===== config.mk =====
export PLATFORM = sky130hd
export DESIGN_NAME = tcp_tx_route_tagger
export DESIGN_NICKNAME = d
export VERILOG_FILES = /design/src/rtl/tcp_tx_route_tagger.sv
export SDC_FILE = /design/constraint.sdc
export NUM_CORES = 1
export LEC_CHECK = 0
export BUFFER_PORTS_ARGS = -buffer_cell sky130_fd_sc_hd__buf_2
export CAP_MARGIN = 20
export CELL_PAD_IN_SITES_DETAIL_PLACEMENT = 1
export CELL_PAD_IN_SITES_GLOBAL_PLACEMENT = 2
export CORE_AREA = 2 2 479 481
export CTS_BUF_LIST = sky130_fd_sc_hd__clkbuf_4 sky130_fd_sc_hd__clkbuf_8
export DETAILED_ROUTE_END_ITERATION = 8
export DIE_AREA = 0 0 481 483
export GPL_TIMING_DRIVEN = 0
export PLACE_DENSITY = 0.38
export SYNTH_ARGS = -nofsm -noshare
export SYNTH_HDL_FRONTEND = slang
export SYNTH_SLANG_ARGS = --single-unit

===== constraint.sdc =====
create_clock -name aclk -period 10.2 [get_ports aclk]
set_clock_uncertainty 0.15 [all_clocks]
set_input_delay 0.51 -clock aclk [delete_from_list [all_inputs] [get_ports aclk]]
set_output_delay 0.51 -clock aclk [all_outputs]
set_load 0.005 [all_outputs]

===== src/rtl/tcp_tx_route_tagger.sv =====
// tcp_tx_route_tagger: tags each TX AXIS packet with the next queued route_id on m_axis_tdest.
// One bubble cycle per packet pops the route FIFO; beats then pass straight through.
module tcp_tx_route_tagger #(
    parameter  int ROUTE_BITS  = 14,
    parameter  int ROUTE_DEPTH = 8,
    parameter  int DATA_BITS   = 512,
    localparam int PTR_BITS    = $clog2(ROUTE_DEPTH),
    localparam int LVL_BITS    = PTR_BITS + 1
) (
    input  logic                   aclk,
    input  logic                   aresetn,
    input  logic [ROUTE_BITS-1:0]  s_route_id,
    input  logic                   s_route_id_valid,
    input  logic [DATA_BITS-1:0]   s_axis_tdata,
    input  logic [DATA_BITS/8-1:0] s_axis_tkeep,
    input  logic                   s_axis_tlast,
    input  logic                   s_axis_tvalid,
    output logic                   s_axis_tready,
    output logic [DATA_BITS-1:0]   m_axis_tdata,
    output logic [DATA_BITS/8-1:0] m_axis_tkeep,
    output logic                   m_axis_tlast,
    output logic                   m_axis_tvalid,
    output logic [ROUTE_BITS-1:0]  m_axis_tdest,
    input  logic                   m_axis_tready,
    output logic                   route_ovf,
    output logic [31:0]            pkt_cnt,
    output logic [LVL_BITS-1:0]    route_level
);
    typedef enum logic {IDLE, STREAM} state_t;

    state_t                state, next_state;
    logic [ROUTE_BITS-1:0] fifo_mem [ROUTE_DEPTH];
    logic [PTR_BITS-1:0]   rd_ptr, wr_ptr;
    logic                  pop, full, push_ok, pkt_end;

    assign full    = route_level == LVL_BITS'(ROUTE_DEPTH);
    assign push_ok = s_route_id_valid && (!full || pop);
    assign pkt_end = (state == STREAM) && s_axis_tvalid && m_axis_tready && s_axis_tlast;

    assign m_axis_tdata = s_axis_tdata;
    assign m_axis_tkeep = s_axis_tkeep;
    assign m_axis_tlast = s_axis_tlast;

    always_comb begin
        next_state    = state;
        pop           = 1'b0;
        s_axis_tready = 1'b0;
        m_axis_tvalid = 1'b0;
        if (state == IDLE) begin
            if (s_axis_tvalid && route_level != '0) begin
                next_state = STREAM;
                pop        = 1'b1;
            end
        end else begin
            s_axis_tready = m_axis_tready;
            m_axis_tvalid = s_axis_tvalid;
            if (pkt_end) next_state = IDLE;
        end
    end

    always_ff @(posedge aclk or negedge aresetn) begin
        if (!aresetn) begin
            state        <= IDLE;
            rd_ptr       <= '0;
            wr_ptr       <= '0;
            route_level  <= '0;
            m_axis_tdest <= '0;
            pkt_cnt      <= '0;
            route_ovf    <= 1'b0;
        end else begin
            state       <= next_state;
            rd_ptr      <= rd_ptr + PTR_BITS'(pop);
            wr_ptr      <= wr_ptr + PTR_BITS'(push_ok);
            route_level <= route_level + LVL_BITS'(push_ok) - LVL_BITS'(pop);
            route_ovf   <= route_ovf | (s_route_id_valid & full & ~pop);
            pkt_cnt     <= pkt_cnt + 32'(pkt_end);
            if (pop) m_axis_tdest <= fifo_mem[rd_ptr];
        end
    end

    // Storage needs no reset: occupancy and pointers define what is valid.
    always_ff @(posedge aclk) begin
        if (push_ok) fifo_mem[wr_ptr] <= s_route_id;
    end
endmodule


-- Yosys cells after proc, flatten, opt, wreduce, memory -nomap -nowiden
Memory sizes are Yosys's and may differ from the RTL's. A register that Yosys moved wholly into a read port is not among the register bits.
Cells that the tools add are included.
W data, S select, Z words.
- reductions and logical operators: 9
- equality and inequality tests: 1
- bitwise gates (word level): 4
- add/sub/neg operators: 5
- multiplexer cells: 8
- operator list (operator ; count):
    $add A32 B1 Y32 ; 1
    $mux W1 ; 8
    $add A3 B1 Y3 ; 2
    $logic_and A1 B1 Y1 ; 5
    $add A4 B1 Y4 ; 1
    $eq A4 B4 Y1 const B ; 1
    $reduce_bool A4 Y1 ; 1
    $sub A4 B1 Y4 ; 1
    $and A1 B1 Y1 ; 2
    $logic_not A1 Y1 ; 2
    $logic_or A1 B1 Y1 ; 1
    $not A1 Y1 ; 1
    $or A1 B1 Y1 ; 1
- output and inout port bits: 630
- input port bits: 596
- memories kept: 1
- bits in writable memories: 112
- register bits after elaboration: 44
- logic and storage cells: 34
- memory list (memory ; depth ; bits a word ; rd ports ; clocked after Yosys merged registers in ; write ports ; RTL line ; text):
    fifo_mem ; 8 ; 14 ; 1 ; 1 ; 1 ; 32 ; logic [ROUTE_BITS-1:0] fifo_mem [ROUTE_DEPTH];

-- Longest topological paths before layout
Gate-level depths: netlist of run 1.
- word-level depth: 8
- mapped depth: 9
- gate-level depth less buffers: 9

-- Worst setup path before layout of run 1
No wires, ideal clock.
- kind: register to register
- start: register route_level[2]
- end: memory fifo_mem[0][0] (enable)
- cell stages (with the launch flop): 6
- arrival time: 2.673 ns
- buffers on the path: 0
- library setup time: 0.421 ns
- period minus slack after synthesis: 3.244 ns
- slack: 6.956 ns
- required time: 9.629 ns
- cells stage by stage: dfrtp_1 -> inv_1 -> ha_1 -> o311ai_0 -> nand2_1 -> nor4_1
- longest elaborated chain between the ends: 8
- ends and longest elaborated chain (what ; RTL line ; text):
    start: declaration ; 27 ; output logic [LVL_BITS-1:0] route_level
    start signal: assignment ; 74 ; route_level <= route_level + LVL_BITS'(push_ok) - LVL_BITS'(pop);
    $reduce_bool A4 Y1 ; 50 ; if (s_axis_tvalid && route_level != '0) begin
    $logic_and A1 B1 Y1 ; 50 ;
    $mux W1 ; 50 ;
    $mux W1 ; 49 ; if (state == IDLE) begin
    $logic_or A1 B1 Y1 (*) ; 37 ; assign push_ok = s_route_id_valid && (!full || pop);
    $logic_and A1 B1 Y1 (*) ; 37 ;
    $mux W1 (*) ; 83 ; if (push_ok) fifo_mem[wr_ptr] <= s_route_id;
    $mux W1 (implied by the code) (*) ; 83 ;
    end: declaration ; 32 ;
Mark *: on every way between the ends. The rest lies on a longest branch, timed or not.

-- Final worst setup path of run 1
- start: register route_level[2]
- end: register route_level[3]
- longest elaborated chain between the ends: 8
- ends and longest elaborated chain (what ; RTL line):
    $reduce_bool A4 Y1 ; 50
    $logic_and A1 B1 Y1 ; 50
    $mux W1 ; 50
    $mux W1 ; 49
    $logic_or A1 B1 Y1 ; 37
    $logic_and A1 B1 Y1 ; 37
    $add A4 B1 Y4 ; 74
    $sub A4 B1 Y4 (*) ; 74
Marked as above.

==> results of run 1 <==
worst reg2reg max path, stage by stage, from the launching register on:
cell and delay [ns]:
sky130_fd_sc_hd__dfrtp_1 0.38, sky130_fd_sc_hd__inv_1 0.08, sky130_fd_sc_hd__ha_1 0.23, sky130_fd_sc_hd__a211oi_1 0.34
sky130_fd_sc_hd__buf_4 0.22, sky130_fd_sc_hd__clkbuf_1 0.67, sky130_fd_sc_hd__o21ai_0 0.45, sky130_fd_sc_hd__ha_1 0.33
sky130_fd_sc_hd__a21o_1 0.19, sky130_fd_sc_hd__a21oi_1 0.18, sky130_fd_sc_hd__xor2_1 0.16
report_power, final:
part           switching, W  internal [W]  total, W
combinational      0.000554      0.000469   0.00102
sequential        0.0000641      0.000864  0.000928
clock              0.000346      0.000208  0.000554
total              0.000965       0.00154   0.00251
cell families (layout without fill, tap and decap cells):
logic type,count (synthesis),count (layout),synth area share [%]
multiplexers,42,42,6.97
AND/OR/NAND/NOR,81,81,4.16
adder cells (fa/ha/maj),12,12,1.43
AO/OA/AOI/OAI,21,21,1.05
buffers and inverters,600,1301,40.1
XOR/XNOR,34,34,2.69
other,0,13,0
flip-flops,170,170,43.6
path summary, 6_finish.rpt:
| path | from | endpoint | cells after the start |
|---|---|---|---|
| min in group asynchronous | aresetn | route_level[2] | 2 |
| max in group asynchronous | aresetn | pkt_cnt[28] | 3 |
| worst min-delay path | s_route_id[9] | fifo_mem[4][9] | 1 |
| worst max-delay path | route_level[2] | route_level[3] | 10 |
| worst max register to register | route_level[2] | route_level[3] | 10 |
| worst min register to register | pkt_cnt[31] | pkt_cnt[31] | 1 |
synth_stat cells:
library cell | number | share of area, %
sky130_fd_sc_hd__a211oi_1 | 1 | 0.068
sky130_fd_sc_hd__a21o_1 | 1 | 0.068
sky130_fd_sc_hd__a21oi_1 | 16 | 0.72
sky130_fd_sc_hd__and2_1 | 3 | 0.17
sky130_fd_sc_hd__and3_1 | 6 | 0.34
sky130_fd_sc_hd__and3_2 | 1 | 0.068
sky130_fd_sc_hd__and4_1 | 4 | 0.32
sky130_fd_sc_hd__buf_2 | 4 | 0.18
sky130_fd_sc_hd__buf_4 | 580 | 39
sky130_fd_sc_hd__clkbuf_1 | 6 | 0.20
sky130_fd_sc_hd__dfrtp_1 | 58 | 13
sky130_fd_sc_hd__edfxtp_1 | 112 | 30
sky130_fd_sc_hd__fa_1 | 1 | 0.18
sky130_fd_sc_hd__ha_1 | 11 | 1.2
sky130_fd_sc_hd__inv_1 | 10 | 0.34
sky130_fd_sc_hd__mux2i_1 | 14 | 1.3
sky130_fd_sc_hd__mux4_2 | 28 | 5.7
sky130_fd_sc_hd__nand2_1 | 8 | 0.27
sky130_fd_sc_hd__nand2b_1 | 2 | 0.11
sky130_fd_sc_hd__nand3_1 | 16 | 0.72
sky130_fd_sc_hd__nand4_1 | 8 | 0.45
sky130_fd_sc_hd__nand4_4 | 1 | 0.19
sky130_fd_sc_hd__nor2_1 | 23 | 0.78
sky130_fd_sc_hd__nor3_1 | 5 | 0.23
sky130_fd_sc_hd__nor4_1 | 1 | 0.057
sky130_fd_sc_hd__nor4_4 | 2 | 0.38
sky130_fd_sc_hd__o21ai_0 | 1 | 0.045
sky130_fd_sc_hd__o21bai_1 | 1 | 0.068
sky130_fd_sc_hd__o311ai_0 | 1 | 0.079
sky130_fd_sc_hd__or2_2 | 1 | 0.057
sky130_fd_sc_hd__xnor2_1 | 25 | 2.0
sky130_fd_sc_hd__xor2_1 | 9 | 0.71
stage by stage:
step / total power (W) / hold WS [ns] / utilization, % / instance area [um2]
after global routing: 0.00268 / 0.0508 / 8.28 / 18800
after global placement: 0.00199 / 0.319 / 7.96 / 18100
after CTS: 0.00261 / 0.000713 / 8.27 / 18800
after detailed placement: 0.00202 / 0.273 / 8.07 / 18300
final: 0.00251 / 0.0798 / 8.29 / 18800
after floorplan: 0.00145 / 0.0644 / - / 11100
per-layer routing:
layer / global-route usage [%] / vias up
li1: - / 4011
met5: 0.228 / -
met3: 11.8 / 469
met2: 22.3 / 987
met4: 1.44 / 158
met1: 13.3 / 4736
what timing repair did:
item                                   in CTS  in global routing
endpoints found under the hold margin      76                  0
gates resized for setup                     0                  0
hold buffers                                5                  0
cell type report:
cell class	instances	area [um2]	share of cell area, %
antenna	13	32.5	0.173
buffer	590	4400	23.4
clock buffer	17	234	1.24
clock inverter	15	181	0.965
inverter	10	37.5	0.200
multi-input combinational	190	1840	9.76
sequential	170	4810	25.6
tap	3009	3760	20.0
timing repair buffer	669	3500	18.6
registers in the layout, summed over array words and instances, names as in the netlist:
signal,flops
rd_ptr,3
route_level,4
wr_ptr,3
m_axis_tdest,14
route_ovf,1
fifo_mem,112
pkt_cnt,32
state,1
==> impl_results.html, run 1 <==
<table>
<tr><th>Metric</th><th>Value</th></tr>
<tr><th colspan="2">Placed design</th></tr>
<tr><td>Number of buffer cells added on primary ports</td><td>649</td></tr>
<tr><td>Worst setup timing slack at the placement stage</td><td>~6.4 ns</td></tr>
<tr><td>Final weighted congestion in routability-driven placement</td><td>1.04</td></tr>
<tr><td>Placed instance count</td><td>approximately 4,600</td></tr>
<tr><td>Detailed Place HPWL</td><td>156,000 um</td></tr>
<tr><th colspan="2">Drt</th></tr>
<tr><td>Post-Route M1 WL</td><td>54,800 um</td></tr>
<tr><td>Antenna-violating nets left</td><td>0</td></tr>
<tr><td>Total Routed Length</td><td>164,000 um</td></tr>
<tr><td>Highest metal layer with signal wires</td><td>met5</td></tr>
<tr><td>Length of routed met2 wiring</td><td>about 74,000 um</td></tr>
<tr><td>First-pass iteration count of the detailed router</td><td>4</td></tr>
<tr><td>Total number of vias</td><td>10,361</td></tr>
<tr><td>Amount of wire on met3 after detailed routing</td><td>between 30,000 and 40,000 um</td></tr>
<tr><td>Number of design rule violations left after detail routing</td><td>0</td></tr>
<tr><td>Starting DRC count in detailed routing</td><td>522</td></tr>
<tr><td>Per-cell routed wire length</td><td>~35 um</td></tr>
<tr><td>Vias per Instance</td><td>roughly 2.2</td></tr>
<tr><th colspan="2">STA</th></tr>
<tr><td>Setup violation total in the final timing report</td><td>0</td></tr>
<tr><td>Normalized max-slew margin</td><td>40.7%</td></tr>
<tr><td>Portion of the clock cycle consumed by the worst path in the final layout</td><td>33.6%</td></tr>
<tr><td>Transition time of the tightest slew-check pin</td><td>0.885 ns</td></tr>
<tr><td>Highest attainable clock frequency</td><td>292 MHz</td></tr>
<tr><td>Final hold violation count</td><td>0</td></tr>
<tr><td>Final critical path time including I/O delays and setup</td><td>3.43 ns</td></tr>
<tr><td>Slew Limit Fails</td><td>0</td></tr>
<tr><td>Unrepaired setup endpoints after global routing</td><td>no</td></tr>
<tr><td>Worst setup slack after layout</td><td>6.77 ns</td></tr>
<tr><td>Setup TNS</td><td>0 ns</td></tr>
<tr><th colspan="2">Layout</th></tr>
<tr><td>Non-filler instance count after layout</td><td>~4,700</td></tr>
<tr><td>Final-layout fill cell count</td><td>approximately 27,000</td></tr>
<tr><td>Leading cell type in the layout, fill and taps excluded</td><td>sky130_fd_sc_hd__buf_2</td></tr>
<tr><td>Commonest non-fill, non-tap cells in the layout</td><td>sky130_fd_sc_hd__buf_2, sky130_fd_sc_hd__buf_4, sky130_fd_sc_hd__edfxtp_1, sky130_fd_sc_hd__dfrtp_1, sky130_fd_sc_hd__mux4_2</td></tr>
<tr><td>Synthesis-to-finish area growth</td><td>70.1%</td></tr>
<tr><td>Post-layout nets</td><td>2,256</td></tr>
<tr><td>Ratio of cells with drive above 1 in the final layout</td><td>79.5%</td></tr>
<tr><th colspan="2">Global routing</th></tr>
<tr><td>Antenna violations before repair</td><td>262</td></tr>
<tr><td>Total routing resource utilization after global routing</td><td>between 10% and 20%</td></tr>
<tr><td>Global-route wire length before repair</td><td>186,000 um</td></tr>
<tr><td>Maximum number of pins on one net before global-route repair</td><td>42</td></tr>
<tr><td>Total congestion overflow after global routing</td><td>0</td></tr>
<tr><td>Via count of the first global-routing pass</td><td>approximately 10,000</td></tr>
<tr><th colspan="2">Floorplanning</th></tr>
<tr><td>Die width</td><td>between 400 and 500 um</td></tr>
<tr><td>Height of the die</td><td>483 um</td></tr>
<tr><td>Placement Rows</td><td>175</td></tr>
<tr><td>I/O pin total</td><td>about 1,200</td></tr>
<tr><td>Core Footprint</td><td>227,000 um2</td></tr>
<tr><td>Initial Utilization</td><td>4.87%</td></tr>
<tr><td>Area of the die</td><td>roughly 230,000 um2</td></tr>
<tr><th colspan="2">CTS</th></tr>
<tr><td>Number of buffers on the longest clock path</td><td>2</td></tr>
<tr><td>Root Driver</td><td>sky130_fd_sc_hd__clkbuf_8</td></tr>
<tr><td>CTS tree</td><td>built</td></tr>
<tr><td>Number of post-CTS setup repair buffers</td><td>0</td></tr>
<tr><td>Total clock sinks</td><td>between 150 and 200</td></tr>
<tr><td>Clock insertion delay at the later pin of the skew report</td><td>0.58 ns</td></tr>
<tr><td>Post-CTS clock slew at the launch and capture registers of the worst setup and hold paths</td><td>0.14 ns</td></tr>
<tr><td>CTS Buf Count</td><td>17</td></tr>
<tr><td>H-tree depth reported by CTS</td><td>4</td></tr>
<tr><th colspan="2">Yosys</th></tr>
<tr><td>Synth Instances</td><td>960</td></tr>
<tr><td>Post-synth net total</td><td>1,568</td></tr>
<tr><td>Count of synthesis-stage warnings from yosys</td><td>0</td></tr>
<tr><td>Total standard cell area after synthesis</td><td>11,100 um2</td></tr>
<tr><td>Count of unique library cells instantiated by Yosys</td><td>32</td></tr>
<tr><td>Post-Synthesis Mean Instance Area</td><td>11.5 um2</td></tr>
<tr><td>Sequential area share after synthesis</td><td>about 44%</td></tr>
<tr><td>Number of storage elements in the synthesis netlist</td><td>170</td></tr>
<tr><th colspan="2">Run status</th></tr>
<tr><td>Status</td><td>finished clean</td></tr>
<tr><th colspan="2">Setup path</th></tr>
<tr><td>Data required time of the worst path</td><td>roughly 11 ns</td></tr>
<tr><td>CP max stage cell</td><td>sky130_fd_sc_hd__clkbuf_1</td></tr>
<tr><td>CP Buf/Inv Count</td><td>3</td></tr>
<tr><td>Path type of the worst setup path</td><td>reg2reg</td></tr>
<tr><td>Top cell family by delay on the critical path</td><td>compound AO/OA/AOI/OAI gates</td></tr>
<tr><td>Cell chain of the critical path</td><td>inv_1, ha_1, a211oi_1, buf_4, clkbuf_1, o21ai_0, ha_1, a21o_1, a21oi_1, xor2_1</td></tr>
<tr><td>Type of element launching the critical path</td><td>flip-flop</td></tr>
<tr><td>Arrival time reported for the critical path endpoint</td><td>~3.8 ns</td></tr>
<tr><td>Most frequent CP cell</td><td>sky130_fd_sc_hd__ha_1</td></tr>
<tr><td>Worst reg2reg setup slack</td><td>6.77 ns</td></tr>
<tr><td>Worst-path fanout max</td><td>10</td></tr>
<tr><td>Slowest stage delay, CP</td><td>0.67 ns</td></tr>
<tr><td>Kind of end point of the critical path</td><td>flip-flop</td></tr>
<tr><th colspan="2">Min path</th></tr>
<tr><td>Classification of the worst-slack hold path</td><td>in2reg</td></tr>
<tr><th colspan="2">Job</th></tr>
<tr><td>Max-Cap Viols</td><td>0</td></tr>
<tr><th colspan="2">Pwr</th></tr>
<tr><td>Static power due to leakage</td><td>8.21 nW</td></tr>
<tr><td>Power Dens Cells</td><td>between 100 and 150 nW/um2</td></tr>
<tr><td>IR drop worst, VDD</td><td>0.111 mV</td></tr>
</table>
(Power assumes the default switching activity.)
==> run 2, diff against run 1 <==
--- a/config.mk
+++ b/config.mk
@@ -9,10 +9,10 @@
 export CAP_MARGIN = 20
 export CELL_PAD_IN_SITES_DETAIL_PLACEMENT = 1
 export CELL_PAD_IN_SITES_GLOBAL_PLACEMENT = 2
-export CORE_AREA = 2 2 479 481
+export CORE_AREA = 2 2 478 480
 export CTS_BUF_LIST = sky130_fd_sc_hd__clkbuf_4 sky130_fd_sc_hd__clkbuf_8
 export DETAILED_ROUTE_END_ITERATION = 8
-export DIE_AREA = 0 0 481 483
+export DIE_AREA = 0 0 480 482
 export GPL_TIMING_DRIVEN = 0
 export PLACE_DENSITY = 0.38
 export SYNTH_ARGS = -nofsm -noshare
==> constraint.sdc (replaced) <==
create_clock -name aclk -period 3.58 [get_ports aclk]
set_clock_uncertainty 0.15 [all_clocks]
set_input_delay 0.179 -clock aclk [delete_from_list [all_inputs] [get_ports aclk]]
set_output_delay 0.179 -clock aclk [all_outputs]
set_load 0.005 [all_outputs]
==> run 2 against run 1 <==
Combinational power rose to 2.9 times the previous value. First-iteration DRC count grew 19%. Clock power rose to 2.9 times the previous value. Non-clock buffer count up 19. Die area down 0.41%. Core utilization increased by 0.15 points. Critical path type unchanged. Cell area grew 1.6%. Sequential power grew to 2.8 times the previous value. Count of clock-buffer cells in the layout up 1. Wire length down 2.3%. Worst hold slack better by 0.027 ns. Fmax is 13% higher. Largest power group unchanged.
==> impl_results.html, run 2 (same netlist as run 1, synthesis figures left out) <==
<table>
<tr><th>Metric</th><th>Value</th></tr>
<tr><th colspan="2">Run status</th></tr>
<tr><td>Status</td><td>finished clean</td></tr>
<tr><th colspan="2">CTS</th></tr>
<tr><td>Post-CTS clock slew at the launch and capture registers of the worst setup and hold paths</td><td>0.13 ns</td></tr>
<tr><td>Total clock sinks</td><td>170</td></tr>
<tr><td>Clock insertion delay at the later pin of the skew report</td><td>0.57 ns</td></tr>
<tr><td>Number of buffers on the longest clock path</td><td>2</td></tr>
<tr><td>Number of post-CTS setup repair buffers</td><td>0</td></tr>
<tr><td>CTS Buf Count</td><td>17</td></tr>
<tr><td>H-tree depth reported by CTS</td><td>4</td></tr>
<tr><td>Root Driver</td><td>sky130_fd_sc_hd__clkbuf_8</td></tr>
<tr><td>CTS tree</td><td>built</td></tr>
<tr><th colspan="2">Layout</th></tr>
<tr><td>Synthesis-to-finish area growth</td><td>72.8%</td></tr>
<tr><td>Number of flip-flops under the largest register name</td><td>112</td></tr>
<tr><td>Final-layout fill cell count</td><td>~27,000</td></tr>
<tr><td>Final cell utilization of the core</td><td>8.43%</td></tr>
<tr><td>Leading cell type in the layout, fill and taps excluded</td><td>sky130_fd_sc_hd__buf_2</td></tr>
<tr><td>Post-layout nets</td><td>2,275</td></tr>
<tr><td>Register name with the most flops</td><td>fifo_mem</td></tr>
<tr><td>Area of the multi-input gates</td><td>1840 um2</td></tr>
<tr><td>Ratio of cells with drive above 1 in the final layout</td><td>about four fifths</td></tr>
<tr><td>FF+latch area</td><td>4810 um2</td></tr>
<tr><td>Commonest non-fill, non-tap cells in the layout</td><td>sky130_fd_sc_hd__buf_2, sky130_fd_sc_hd__buf_4, sky130_fd_sc_hd__edfxtp_1, sky130_fd_sc_hd__dfrtp_1, sky130_fd_sc_hd__mux4_2</td></tr>
<tr><td>Largest registers ranked by flip-flop count</td><td>fifo_mem: 112 flops, pkt_cnt: 32 flops, m_axis_tdest: 14 flops</td></tr>
<tr><th colspan="2">Floorplanning</th></tr>
<tr><td>Height of the die</td><td>482 um</td></tr>
<tr><td>Initial Utilization</td><td>~5%</td></tr>
<tr><td>Die width</td><td>around 480 um</td></tr>
<tr><td>Placement Rows</td><td>175</td></tr>
<tr><td>I/O pin total</td><td>around 1,200</td></tr>
<tr><td>Core Footprint</td><td>226,000 um2</td></tr>
<tr><td>Area of the die</td><td>roughly 230,000 um2</td></tr>
<tr><th colspan="2">STA</th></tr>
<tr><td>Slew Limit Fails</td><td>0</td></tr>
<tr><td>Unrepaired setup endpoints after global routing</td><td>no</td></tr>
<tr><td>Normalized max-slew margin</td><td>a little over 40%</td></tr>
<tr><td>Final critical path time including I/O delays and setup</td><td>3.03 ns</td></tr>
<tr><td>Setup violation total in the final timing report</td><td>0</td></tr>
<tr><td>Transition time of the tightest slew-check pin</td><td>0.880 ns</td></tr>
<tr><td>Worst setup slack after layout</td><td>roughly 0.55 ns</td></tr>
<tr><td>Highest attainable clock frequency</td><td>330 MHz</td></tr>
<tr><td>Final hold violation count</td><td>0</td></tr>
<tr><td>Portion of the clock cycle consumed by the worst path in the final layout</td><td>approximately 85%</td></tr>
<tr><td>Post-route worst hold slack</td><td>0.107 ns</td></tr>
<tr><td>Setup TNS</td><td>0 ns</td></tr>
<tr><th colspan="2">Setup path</th></tr>
<tr><td>Type of element launching the critical path</td><td>flip-flop</td></tr>
<tr><td>Arrival time reported for the critical path endpoint</td><td>3.36 ns</td></tr>
<tr><td>R2R Path Start</td><td>route_level[2]</td></tr>
<tr><td>Data required time of the worst path</td><td>3.91 ns</td></tr>
<tr><td>Worst reg2reg setup slack</td><td>0.55 ns</td></tr>
<tr><td>Kind of end point of the critical path</td><td>flip-flop</td></tr>
<tr><td>R2r worst-path depth</td><td>10</td></tr>
<tr><td>Worst-path fanout max</td><td>6</td></tr>
<tr><td>Capture point of the worst reg-to-reg path</td><td>route_level[2]</td></tr>
<tr><td>Path type of the worst setup path</td><td>reg2reg</td></tr>
<tr><th colspan="2">Placed design</th></tr>
<tr><td>Worst setup timing slack at the placement stage</td><td>-0.0556 ns</td></tr>
<tr><td>Final weighted congestion in routability-driven placement</td><td>just over 1</td></tr>
<tr><td>Detailed Place HPWL</td><td>152,000 um</td></tr>
<tr><td>Number of buffer cells added on primary ports</td><td>649</td></tr>
<tr><th colspan="2">Drt</th></tr>
<tr><td>Vias per Instance</td><td>2.28</td></tr>
<tr><td>Antenna-violating nets left</td><td>0</td></tr>
<tr><td>Total Routed Length</td><td>161,000 um</td></tr>
<tr><td>Number of design rule violations left after detail routing</td><td>0</td></tr>
<tr><td>Starting DRC count in detailed routing</td><td>621</td></tr>
<tr><td>Total number of vias</td><td>10,734</td></tr>
<tr><td>First-pass iteration count of the detailed router</td><td>4</td></tr>
<tr><td>Per-cell routed wire length</td><td>around 34 um</td></tr>
<tr><th colspan="2">Pwr</th></tr>
<tr><td>IR drop worst, VDD</td><td>0.260 mV</td></tr>
<tr><td>Sw Ratio</td><td>37.7%</td></tr>
<tr><td>Power share of the sequential group</td><td>36.5%</td></tr>
<tr><td>Power Dens Cells</td><td>379 nW/um2</td></tr>
<tr><td>Internal power</td><td>about 0.0045 W</td></tr>
<tr><td>Gate power share</td><td>41.1%</td></tr>
<tr><td>Net Sw Power</td><td>between 0.002 and 0.003 W</td></tr>
<tr><td>Clock share of power</td><td>~22%</td></tr>
<tr><td>Static power due to leakage</td><td>8.33 nW</td></tr>
<tr><th colspan="2">Min path</th></tr>
<tr><td>Classification of the worst-slack hold path</td><td>in2reg</td></tr>
<tr><td>End of the worst hold path</td><td>pkt_cnt[0]</td></tr>
<tr><td>Hold path depth</td><td>4</td></tr>
<tr><td>Beginning of the worst hold path</td><td>m_axis_tready</td></tr>
<tr><th colspan="2">Global routing</th></tr>
<tr><td>Maximum number of pins on one net before global-route repair</td><td>42</td></tr>
<tr><td>Total congestion overflow after global routing</td><td>0</td></tr>
<tr><td>Antenna violations before repair</td><td>about 260</td></tr>
<tr><td>Global-route wire length before repair</td><td>180,000 um</td></tr>
<tr><td>Total routing resource utilization after global routing</td><td>13.2%</td></tr>
<tr><td>Via count of the first global-routing pass</td><td>~10,000</td></tr>
<tr><th colspan="2">Job</th></tr>
<tr><td>Max-Cap Viols</td><td>0</td></tr>
</table>
==> run 2: worst max-delay path by stage <==
stage                               from        endpoint  slack [ns]  cells after the start
final                     route_level[2]  route_level[2]        0.55                     10
after global routing      route_level[2]  route_level[2]        0.23                     10
after floorplan           route_level[2]  fifo_mem[0][0]        0.34                      5
after detailed placement  route_level[2]  route_level[1]       -0.06                     10
after CTS                 route_level[2]  route_level[2]        0.37                     10
after global placement    route_level[2]  fifo_mem[0][6]       -3.15                      5
==> run 2: cell type report <==
class / count / share of cell area, %
Clock inverter: 14 / 1.06
Clock buffer: 18 / 1.26
Multi-Input combinational cell: 190 / 9.61
Timing Repair Buffer: 689 / 19.6
Buffer: 589 / 23.0
Tap cell: 3009 / 19.7
Inverter: 10 / 0.197
Sequential cell: 170 / 25.2
Antenna cell: 23 / 0.301
==> run 2: worst max-delay path, cell delays in order, from the launching register on <==
cell and delay, ns:
sky130_fd_sc_hd__dfrtp_1 0.38, sky130_fd_sc_hd__inv_1 0.08, sky130_fd_sc_hd__ha_1 0.24, sky130_fd_sc_hd__o311ai_1 0.25
sky130_fd_sc_hd__buf_2 0.23, sky130_fd_sc_hd__nand2_1 0.21, sky130_fd_sc_hd__o21ai_0 0.53, sky130_fd_sc_hd__ha_1 0.28
sky130_fd_sc_hd__inv_1 0.06, sky130_fd_sc_hd__fa_1 0.39, sky130_fd_sc_hd__xnor2_1 0.14
==> run 2: layer usage <==
layer,global-route usage (%),share of wire [%],wire length [um]
met2,21.1,44,71400
met3,9.97,16,26000
met5,0.388,0.67,1080
met4,1.52,2.3,3750
met1,14.2,36,58400
==> run 2: timing repair <==
item,4_1_cts,5_1_grt
setup endpoints to repair,2,0
resized for setup,0,0
hold endpoints to repair,173,0
hold buffers,21,0
==> run 2: metrics by stage <==
stage                     cell area [um2]  power (W)  std cells
after floorplan                     11100    0.00413        960
after global placement              18100    0.00565       4618
after detailed placement            18400    0.00577       4637
after CTS                           19000    0.00750       4689
after global routing                19100    0.00772       4697
final                               19100    0.00724       4712
==> run 2: power groups by stage <==
stage	registers, W	clock network (W)	logic [W]
after detailed placement	0.00269	0	0.00307
after CTS	0.00265	0.00174	0.00311
after global placement	0.00270	0	0.00295
after global routing	0.00269	0.00179	0.00324
final	0.00264	0.00162	0.00298
after floorplan	0.00266	0	0.00147
